<file path="src/rtl/irq_pending_ctrl.sv">
// Eight-source interrupt pending capture with masking, fixed priority (bit 7 highest)
// and a valid/ready presentation of the winning source ID.
module irq_pending_ctrl #(
   parameter bit EDGE_DETECT = 1'b1
) (
   input  logic       clk,
   input  logic       rst,
   input  logic [7:0] req_in,
   input  logic [7:0] mask,
   output logic       irq_valid,
   output logic [2:0] irq_id,
   input  logic       irq_ready,
   output logic [7:0] pending,
   output logic       overflow,
   input  logic       clr_ovf
);

   localparam logic [0:0] IDLE    = 1'b0;
   localparam logic [0:0] PRESENT = 1'b1;

   logic [0:0] state_reg;
   logic [7:0] req_d_reg;
   logic [7:0] pending_reg;
   logic       valid_reg;
   logic [2:0] id_reg;
   logic       ovf_reg;

   logic [7:0] set_vec;
   logic [7:0] clear_vec;
   logic [7:0] pending_next;
   logic [7:0] eligible;
   logic [2:0] winner;
   logic       handshake;
   logic       ovf_hit;

   assign handshake = (state_reg == PRESENT) && irq_ready;
   assign eligible  = pending_reg & ~mask;

   // A new request wins over a same-cycle clear, so it is never lost.
   for (genvar gi = 0; gi < 8; gi++) begin : g_bit
      assign set_vec[gi]      = EDGE_DETECT ? (req_in[gi] & ~req_d_reg[gi]) : req_in[gi];
      assign clear_vec[gi]    = handshake && (id_reg == 3'(gi));
      assign pending_next[gi] = set_vec[gi] | (pending_reg[gi] & ~clear_vec[gi]);
   end

   // In level mode a held line re-sets every cycle, which is not an overflow.
   assign ovf_hit = EDGE_DETECT && (|(set_vec & pending_reg & ~clear_vec));

   always_comb begin
      winner = 3'd0;
      for (int i = 0; i < 8; i++) begin
         if (eligible[i]) winner = 3'(i);
      end
   end

   always_ff @(posedge clk) begin
      if (rst) begin
         state_reg   <= IDLE;
         req_d_reg   <= req_in;
         pending_reg <= 8'h00;
         valid_reg   <= 1'b0;
         id_reg      <= 3'd0;
         ovf_reg     <= 1'b0;
      end else begin
         req_d_reg   <= req_in;
         pending_reg <= pending_next;
         if (clr_ovf)
            ovf_reg <= 1'b0;
         else if (ovf_hit)
            ovf_reg <= 1'b1;
         case (state_reg)
            IDLE: begin
               if (eligible != 8'h00) begin
                  id_reg    <= winner;
                  valid_reg <= 1'b1;
                  state_reg <= PRESENT;
               end
            end
            default: begin
               // The presented ID is held until accepted, whatever the mask does.
               if (irq_ready) begin
                  valid_reg <= 1'b0;
                  state_reg <= IDLE;
               end
            end
         endcase
      end
   end

   assign irq_valid = valid_reg;
   assign irq_id    = id_reg;
   assign pending   = pending_reg;
   assign overflow  = ovf_reg;

endmodule

</file>
<file path="config.mk">
export PLATFORM = sky130hd
export DESIGN_NAME = irq_pending_ctrl
export DESIGN_NICKNAME = d
export VERILOG_FILES = /design/src/rtl/irq_pending_ctrl.sv
export SDC_FILE = /design/constraint.sdc
export NUM_CORES = 1
export LEC_CHECK = 0
export CAP_MARGIN = 0
export CORE_MARGIN = 8
export CORE_UTILIZATION = 42
export DETAILED_ROUTE_END_ITERATION = 12
export GPL_TIMING_DRIVEN = 0
export PLACE_DENSITY = 0.76
export SETUP_SLACK_MARGIN = 0.3
export SYNTH_ARGS = -nofsm -noshare
export SYNTH_HDL_FRONTEND = slang
export SYNTH_SLANG_ARGS = --single-unit
</file>
<file path="constraint.sdc">
create_clock -name clk -period 1.6 [get_ports clk]
set_input_delay 0.16 -clock clk [delete_from_list [all_inputs] [get_ports clk]]
set_output_delay 0.16 -clock clk [all_outputs]
set_load 0.02 [all_outputs]
</file>
==> reports/metrics.yaml <==
timing:
  fin_hold_ws_ns: 0.2978
  setup_violations: 0
  rsz0062_at_grt: "true"
  maxSlewHeadroom: 0.6866
  period_share: 0.8777
  min_period_ns: 1.404
  maxSlewViolCount: 0
  hold_viol_final: 0
  clock.fmax_mhz: 712.1
  worstMarginPinSlew_ns: 0.4701
  fin_setup_tns_ns: 0
  skew_ns: 0.0006286
layout:
  design_area_um2: 1421
  antenna_cells: 0
  post-route-util: 0.7172
  drive_above_1_share: 0.3116
  finalNetCount: 159
  fillers: 160
  area_growth_pct: 59.77
clock_tree:
  tritoncts: "built"
  htreeDepth: 1
  clock-sinks: 22
  clock-root-buffer: "clkbuf_4"
  path_clk_slew_ns: 0.12
  cts_made_buffers: 3
  clk_path_buf_depth: 2
  clk_latency_ns: 0.31
pwr:
  ir_drop_v: 0.0007655
  p_leak_nw: 0.5554
  total_power_mw: 1.326
  powerDensity_nw_per_um2: 933.0
run:
  cap_violations: 0
floorplan:
  io_pins: 33
  die_h_um: 62.02
  fp-row-count: 16
  die_w_um: 62.02
  start_util: 0.4489
  core_area_um2: 1982
  die-area_um2: 3846
worst_setup_path:
  cp_slowest_cell: "o41a_1"
  critPathCaptureType: "flop"
  arrival_ns: 1.62
  cp_max_fo: 4
  crit_path_start_kind: "flop"
  cpPeakStageDelay_ns: 0.39
  worst-setup-path-type: "flop to flop"
  cp.required_ns: 1.81
  crit_chain: "and3b_2, nand3_2, nand2_2, o22ai_2, o41a_1"
global_route:
  grt_start_max_net_pins: 14
  met3_usage: 0.04938
  globalRouteOverflowTotal: 0
  grt_use_met2: 0.2139
  antenna_found_initial: 0
  grt_pass1_wl_mm: 3.864
  use_met1: 0.1647
  grt_use_total: 0.1370
  grt_pass1_vias: 860
  top_usage_layer: "met2"
synth:
  syn_avg_cell_area_um2: 9.364
  syn_nets: 115
  synth_area_um2: 889.6
  synth_warnings: 0
  synth-seq-cells: 22
  yosysTopAreaCell: "dfxtp_1"
  yosysSeqAreaShare: 0.4951
  yosys.area.top_type_share: 0.4951
  netlist_instances: 95
  synth_area_leaders: "dfxtp_1 (50%), nand2b_1 (6.3%), a21oi_1 (6.2%), nand2_1 (4.6%), nor2b_1 (4.2%)"
  yosys.cell_types.count: 27
hold_path:
  hold_path_class: "input port to flop"
placed_design:
  place_area_um2: 1286
  io_buffer_count: 32
  hpwl_mm: 1.808
  place_congestion: 0.8360
detailed_routing:
  drt_first_pass_iters: 4
  vias_per_cell: 5.230
  first_iter_violations: 19
  routed_wl_mm: 2.423
  drc: 0
  vias: 863
  ant_nets: 0
  wl_per_cell_um: 14.68
run_status:
  status: "finished, final reports clean"
[layout by cell type (no fill, tap or decap)]
cell type	netlist	final
and3_4	0	1
a41oi_4	0	1
inv_1	1	1
or2b_1	1	1
nor2_2	1	1
clkbuf_1	1	1
and3b_2	1	1
o22a_2	1	1
o21a_1	2	2
nand3_2	0	2
a311oi_1	1	1
a211oi_1	1	1
or3_2	1	1
nor2b_4	2	4
o41a_1	1	1
o21ai_0	2	1
o22ai_2	0	2
o22ai_1	3	1
a21oi_1	11	11
nor2b_2	0	3
dlygate4sd2_1	0	11
o21ai_1	0	1
nand2_2	0	4
nor4_4	1	1
clkdlybuf4s50_1	0	19
dfxtp_2	0	7
clkbuf_16	0	1
nor2_1	8	8
dfxtp_1	22	12
nor2b_1	6	1
nand3b_1	2	2
nand4_1	1	1
nand2b_1	9	9
dfxtp_4	0	3
clkbuf_4	0	3
buf_4	0	7
clkdlybuf4s15_1	0	2
a31oi_1	1	1
nand2_1	11	7
[stage by stage]
stage | instances | setup slack (ns)
2_1_floorplan | 95 | 0.2470
3_3_place_gp | 154 | -0.1253
3_5_place_dp | 154 | -0.1219
4_1_cts | 161 | 0.2070
5_1_grt | 165 | 0.1213
6_report | 165 | 0.1957
[cell families after synthesis]
| kind of cell | share of synthesized area |
|---|---|
| DFF | 0.4951 |
| buffers and inverters | 0.008431 |
| and+or+nand+nor | 0.3179 |
| AOI/OAI and AO/OA | 0.1786 |
[synth_stat cells]
cell type / number
dfxtp_1: 22
a21oi_1: 11
nand2_1: 11
nand2b_1: 9
nor2_1: 8
nor2b_1: 6
o22ai_1: 3
nand3_1: 2
nand3b_1: 2
nor2b_4: 2
o21a_1: 2
o21ai_0: 2
a211oi_1: 1
a311oi_1: 1
a31oi_1: 1
a41oi_2: 1
and3_1: 1
and3b_2: 1
clkbuf_1: 1
inv_1: 1
nand4_1: 1
nor2_2: 1
nor4_4: 1
o22a_2: 1
o41a_1: 1
or2b_1: 1
or3_2: 1
[power by group]
group / internal, mW / switching [mW]
Combinational: 0.168 / 0.156
Clock: 0.191 / 0.173
Sequential: 0.599 / 0.0396
[critical path, delay by kind of cell, from the launching register on]
family	cells	cell delay (ns)
AOI/OAI and AO/OA	2	0.48
DFF	1	0.37
and+or+nand+nor	3	0.44
[layout make-up]
class | count | area (um2) | area share
multi-input combinational | 71 | 513.0 | 0.3609
sequential | 22 | 460.4 | 0.3239
timing repair buffer | 39 | 359.1 | 0.2526
clock buffer | 4 | 47.55 | 0.03345
tap | 27 | 33.78 | 0.02377
buffer | 1 | 3.754 | 0.002641
inverter | 1 | 3.754 | 0.002641
[final timing paths]
check / startpoint / end / slack [ns] / depth (start not counted)
min reg2reg: irq_valid / irq_valid / 0.47 / 1
max reg2reg: irq_id[2] / overflow / 0.20 / 5
max: irq_id[2] / overflow / 0.20 / 5
min: req_in[6] / req_d_reg[6] / 0.30 / 1
[per-layer routing]
metal / up-vias / part of all wire
met2: 36 / 0.50
met4: 0 / 0.014
met1: 402 / 0.40
met3: 5 / 0.085
met5: - / 0
li1: 420 / -
[repair_timing]
action,4_1_cts,5_1_grt
pin swaps,7,8
setup endpoints to repair,18,8
resized for setup,16,10
hold buffers,0,0
setup buffers,3,4
(Power assumes the default switching activity.)
